File: config.mk
export PLATFORM = sky130hd
export DESIGN_NAME = ratio_clk_gen
export DESIGN_NICKNAME = d
export VERILOG_FILES = /design/src/rtl/ratio_clk_gen.sv
export SDC_FILE = /design/constraint.sdc
export NUM_CORES = 1
export LEC_CHECK = 0
export CORE_ASPECT_RATIO = 2
export CORE_MARGIN = 3
export CORE_UTILIZATION = 61
export DETAILED_ROUTE_END_ITERATION = 6
export HOLD_SLACK_MARGIN = 0.05
export PLACE_DENSITY_LB_ADDON = 0.25
export RECOVER_POWER = 50
export SLEW_MARGIN = 5
export SYNTH_ARGS = -nofsm -noshare
export SYNTH_HDL_FRONTEND = slang
export SYNTH_SLANG_ARGS = --single-unit
File: constraint.sdc
create_clock -name clk_i -period 5.6 [get_ports clk_i]
set_input_delay 0.56 -clock clk_i [delete_from_list [all_inputs] [get_ports clk_i]]
set_output_delay 0.56 -clock clk_i [all_outputs]
set_load 0.03 [all_outputs]
File: src/rtl/ratio_clk_gen.sv
// ============================================================================
// Module  : ratio_clk_gen
// Purpose : Multi-channel glitch-free programmable divided-clock / tick source.
// Revision: 1.0
// ============================================================================
`default_nettype none

module ratio_clk_gen #(
  parameter int NUM_CH = 4,
  parameter int DIV_W  = 8
) (
  input  logic                    clk_i,
  input  logic                    rst_i,
  input  logic [NUM_CH-1:0]       en_i,
  input  logic                    sync_i,
  input  logic [NUM_CH-1:0]       cfg_valid_i,
  output logic [NUM_CH-1:0]       cfg_ready_o,
  input  logic [NUM_CH*DIV_W-1:0] cfg_div_i,
  input  logic [NUM_CH*DIV_W-1:0] cfg_high_i,
  output logic [NUM_CH-1:0]       clk_o,
  output logic [NUM_CH-1:0]       tick_o,
  output logic [NUM_CH-1:0]       busy_o
);

  typedef enum logic [1:0] {
    ST_IDLE  = 2'd0,
    ST_RUN   = 2'd1,
    ST_DRAIN = 2'd2
  } state_e;

  localparam logic [DIV_W-1:0] c_one = {{(DIV_W-1){1'b0}}, 1'b1};

  for (genvar g = 0; g < NUM_CH; g++) begin : g_ch
    state_e           state_q, state_d;
    logic [DIV_W-1:0] cnt_q, cnt_d;
    logic [DIV_W-1:0] div_act_q, div_act_d;
    logic [DIV_W-1:0] high_act_q, high_act_d;
    logic [DIV_W-1:0] div_sh_q, div_sh_d;
    logic [DIV_W-1:0] high_sh_q, high_sh_d;
    logic             pend_q, pend_d;
    logic             clk_q, clk_d;
    logic             tick_q, tick_d;
    logic             busy_q, busy_d;

    logic w_active;
    logic w_last;
    logic w_sync;
    logic w_apply;
    logic w_take;

    assign w_active = (state_q != ST_IDLE);
    assign w_last   = w_active && (cnt_q == div_act_q);
    assign w_sync   = sync_i && w_active;
    // Active settings only change where a new period begins (or when idle).
    assign w_apply  = pend_q && (!w_active || w_last || w_sync);
    assign w_take   = cfg_valid_i[g] && !pend_q;

    always_comb begin
      state_d    = state_q;
      cnt_d      = cnt_q;
      div_act_d  = div_act_q;
      high_act_d = high_act_q;
      div_sh_d   = div_sh_q;
      high_sh_d  = high_sh_q;
      pend_d     = pend_q;

      if (w_apply) begin
        div_act_d  = div_sh_q;
        high_act_d = high_sh_q;
        pend_d     = 1'b0;
      end
      if (w_take) begin
        div_sh_d  = cfg_div_i[g*DIV_W +: DIV_W];
        high_sh_d = cfg_high_i[g*DIV_W +: DIV_W];
        pend_d    = 1'b1;
      end

      case (state_q)
        ST_IDLE: begin
          cnt_d = '0;
          if (en_i[g]) begin
            state_d = ST_RUN;
          end
        end
        ST_RUN, ST_DRAIN: begin
          // A sync restart outranks both the wrap and the drain exit.
          if (w_sync) begin
            cnt_d   = '0;
            state_d = en_i[g] ? ST_RUN : ST_DRAIN;
          end else if (w_last) begin
            cnt_d   = '0;
            state_d = en_i[g] ? ST_RUN : ST_IDLE;
          end else begin
            cnt_d   = cnt_q + c_one;
            state_d = en_i[g] ? ST_RUN : ST_DRAIN;
          end
        end
        default: begin
          cnt_d   = '0;
          state_d = ST_IDLE;
        end
      endcase

      busy_d = (state_d != ST_IDLE);
      clk_d  = busy_d && (cnt_d < high_act_d);
      tick_d = busy_d && (cnt_d == div_act_d) && !w_sync;
    end

    always_ff @(posedge clk_i) begin
      if (rst_i) begin
        state_q    <= ST_IDLE;
        cnt_q      <= '0;
        div_act_q  <= '0;
        high_act_q <= '0;
        div_sh_q   <= '0;
        high_sh_q  <= '0;
        pend_q     <= 1'b0;
        clk_q      <= 1'b0;
        tick_q     <= 1'b0;
        busy_q     <= 1'b0;
      end else begin
        state_q    <= state_d;
        cnt_q      <= cnt_d;
        div_act_q  <= div_act_d;
        high_act_q <= high_act_d;
        div_sh_q   <= div_sh_d;
        high_sh_q  <= high_sh_d;
        pend_q     <= pend_d;
        clk_q      <= clk_d;
        tick_q     <= tick_d;
        busy_q     <= busy_d;
      end
    end

    assign clk_o[g]       = clk_q;
    assign tick_o[g]      = tick_q;
    assign busy_o[g]      = busy_q;
    assign cfg_ready_o[g] = ~pend_q;
  end

endmodule

`default_nettype wire

==> metrics.md <==
| Metric | Value |
|---|---|
| Failing checks | `max-capacitance violations, max-slew violations` |
| Pwr/cell area | `between 300 and 400 mW/mm^2` |
| Ranking of synthesized cells by area | `dfxtp_1 43%, nand2_1 6.9%, mux2i_1 6.5%` |
| Via/cell ratio | `about 5.5` |
| Mux cell area share after synthesis | `0.0745` |
| Synth area leader | `dfxtp_1` |
| CTS resizes | `0` |
| MaxCap Viol Count | `1` |
| Post-DP HPWL | `13300 um` |
| Ys flop type | `dfxtp_1` |
| Measured slew at the worst slew-check pin | `3000 ps` |
| Crit. End Element | `flop` |
| DRC viols | `0` |
| Antenna diode count | `0` |
| Worst ir drop on vdd | `243 uV` |
| Later-pin clock latency in the skew report | `around 430 ps` |
| Core Box Area | `0.0137 sq mm` |
| Number of nets in the layout | `between 1000 and 1500` |
| Asr flop ratio synth | `0` |
| Largest delay contributor family on the critical path | `buffers and inverters` |
| Clock root cell | `clkbuf_16` |
| Final hold slack | `455 ps` |
| Top-area cell type share of the netlist area | `0.427` |
| Share of cells above drive strength 1 | `0.0543` |
| RSZ-0062 raised after global routing | `false` |
| Largest family of logic cells by synthesized area | `simple AND/OR/NAND/NOR gates` |
| CTS Buf Count | `17` |
| Via count | `6827` |
| Filler cells | `slightly above 1000` |
| Worst EP required | `between 5000 and 6000 ps` |
| Drt first pass iters | `4` |
| Critical path, cell by cell | `buf_4, clkbuf_1, a2111oi_0, or2_2, o21ai_0, a2111oi_2, o211a_1` |
| Netlist cell types | `60` |
| Clk buf depth | `2` |
| YS warnings | `0` |
| Seq/Total Area, Yosys | `0.427` |
| Leakage | `around 4.3 nW` |
| Adder-cell share of the synthesized area | `0.0580` |
| Clock Power Share | `0.388` |
| Final hold vios | `0` |
| CTS Sinks | `184` |
| Die X | `roughly 90 um` |
| Port Buf Inserts | `90` |
| Relative slew margins | `-1.00` |
| CP Class | `in2reg` |
| Sw Pwr | `roughly 0.00092 W` |
| Die footprint | `0.0157 sq mm` |
| Row cnt | `60` |
| Post-synthesis compound-gate area fraction | `0.118` |
| XOR/XNOR Fraction of Synth Area | `0.0820` |
| Clock-pin slew on the worst setup and hold paths | `70 ps` |
| Gpl congestion | `slightly below 0.9` |
| Slack of the worst reg-to-reg path | `~2200 ps` |
| Critical path arrival | `4390 ps` |
| DRT iter0 DRCs | `about 210` |
| Hold Path Class | `reg2reg` |
| Post-synth EDFFs | `0` |
| Fmax | `about 0.25 GHz` |
| Mean Syn Cell Area | `between 8 and 9 sq um` |
| Cell Area, Synth | `between 0.008 and 0.009 sq mm` |
| CP Launch Type | `primary input` |
| Chip height | `174 um` |
| H-tree depth | `4` |
| CTS Hold Bufs | `0` |
| Total Wirelength | `around 18000 um` |
| Simple-gate share of the synthesized area | `0.193` |
| Cell count after synthesis | `986` |
| Max Transition Viols Final | `70` |
| Synth Register Bits | `approximately 180` |
| CP max stage cell | `clkbuf_1` |
| Postcts setup bufs | `0` |
| Initial core utilization | `0.632` |
| TritonCTS clock tree | `yes` |
| IO Count | `slightly above 90` |
| Seq pwr share | `0.441` |
| GRT Residual Overflow | `0` |
| Largest fanout on the critical path | `69` |
| Internal | `0.00234 W` |
| Net Sw Frac | `0.283` |
| Outcome | `finished, violations left` |
| Largest net degree at the start of global routing | `70` |
| Period utilization | `0.726` |
| Vias in the first global route | `between 6000 and 7000` |
| GRT Total Usage | `0.242` |
| First-pass GRT wire length | `31500 um` |
| Combinational power share | `0.171` |
| Area delta synth->final | `16.6%` |
| Final setup fails | `0` |
| Net count after synthesis | `1101` |
| Clock Skew | `10.9 ps` |
| Slowest stage delay, CP | `~2200 ps` |
| WP buf/inv | `2` |
| Fin crit period | `just over 4000 ps` |
| Post-route ant nets | `0` |
| Routed length per instance | `roughly 15 um` |
| Initial antenna violation count | `0` |
| Setup_tns | `0 ps` |
stage by stage:
step | power [W] | std cells | worst slack [ps] | area (sq um) | util
after floorplan | 0.00188 | 986 | 2820 | 8630 | -
after global placement | 0.00203 | 1204 | 1990 | 9480 | 0.694
after detailed placement | 0.00204 | 1204 | 1970 | 9480 | 0.694
after CTS | 0.00330 | 1236 | 2310 | 10100 | 0.740
after global routing | 0.00341 | 1236 | 1110 | 10100 | 0.737
final | 0.00326 | 1236 | 1530 | 10100 | 0.737
area by class of cell:
class / instances / area, sq um / area share
Multi-Input combinational cell: 716 / 4500 / 0.447
Sequential cell: 184 / 3680 / 0.366
Timing Repair Buffer: 93 / 917 / 0.0911
Clock buffer: 17 / 425 / 0.0423
Tap cell: 186 / 233 / 0.0231
Clock inverter: 15 / 210 / 0.0209
Inverter: 25 / 93.8 / 0.00932
state kept, by name, summed over array words and instances (netlist names):
| signal | flops |
|---|---|
| g_ch.cnt_q | 32 |
| g_ch.busy_q | 4 |
| g_ch.div_sh_q | 32 |
| g_ch.tick_q | 4 |
| g_ch.pend_q | 4 |
| g_ch.high_act_q | 32 |
| g_ch.state_q | 8 |
| g_ch.clk_q | 4 |
| g_ch.high_sh_q | 32 |
| g_ch.div_act_q | 32 |
kinds of logic after synthesis:
family          after synthesis
compound gates              153
buf+inv                      86
mux                          60
fa+ha+maj                    40
xor+xnor                     80
simple gates                383
flops                       184
Yosys cell counts (9+ instances only):
cell type    n
a21oi_1     77
mux2i_1     56
xor2_1      37
a211oi_1    10
o21ai_0     12
ha_1        40
dfxtp_1    184
a21o_1       9
nand3_1     20
clkbuf_1    34
buf_4       12
inv_1       25
nor2_1     118
nor3_1      38
nand2_1    158
xnor2_1     42
final timing paths:
check	startpoint	endpoint	depth (start not counted)
setup reg to reg	g_ch[2].cnt_q[0]	g_ch[2].clk_q	10
hold / removal	g_ch[2].div_sh_q[7]	g_ch[2].div_sh_q[7]	2
setup / recovery	rst_i	g_ch[0].tick_q	7
hold reg to reg	g_ch[2].div_sh_q[7]	g_ch[2].div_sh_q[7]	2
cells in the final DEF, fill, tap and decap left out, types with 4 or more instances in the layout:
cell type          n
a2111oi_0          4
a211oi_1          10
a21o_1             9
a21oi_1           77
and3_1             7
clkbuf_16         17
clkdlybuf4s50_1   73
clkinv_4           5
dfxtp_1          184
dlygate4sd3_1     16
ha_1              40
inv_1             25
mux2i_1           56
nand2_1          158
nand3_1           20
nand4_1            8
nor2_1           118
nor2b_1            6
nor3_1            39
nor4_1             5
o211ai_1           5
o21a_1             4
o21ai_0           14
o41ai_1            4
or2_2              6
xnor2_1           42
xor2_1            37
worst min-delay path, delay by kind of cell, from the launching register on:
family | cells | cell delay, ps
simple gates | 1 | 50
compound gates | 1 | 50
flops | 1 | 310
power groups by stage:
stage,Sequential [W],Clock [W],Combinational (W)
floorplan,0.00145,0,0.000436
global placement,0.00147,0,0.000565
detailed placement,0.00147,0,0.000573
CTS,0.00144,0.00129,0.000578
global route,0.00145,0.00134,0.000617
finish,0.00144,0.00126,0.000559
routing by layer:
layer  routed length (um)  track usage  vias to the layer above
met5                    0            0                        -
met4                  729        0.136                        0
met3                  604       0.0433                       46
met2                 9980        0.438                      149
met1                 7140        0.264                     3190
li1                     -            -                     3442
(Power assumes the default switching activity.)
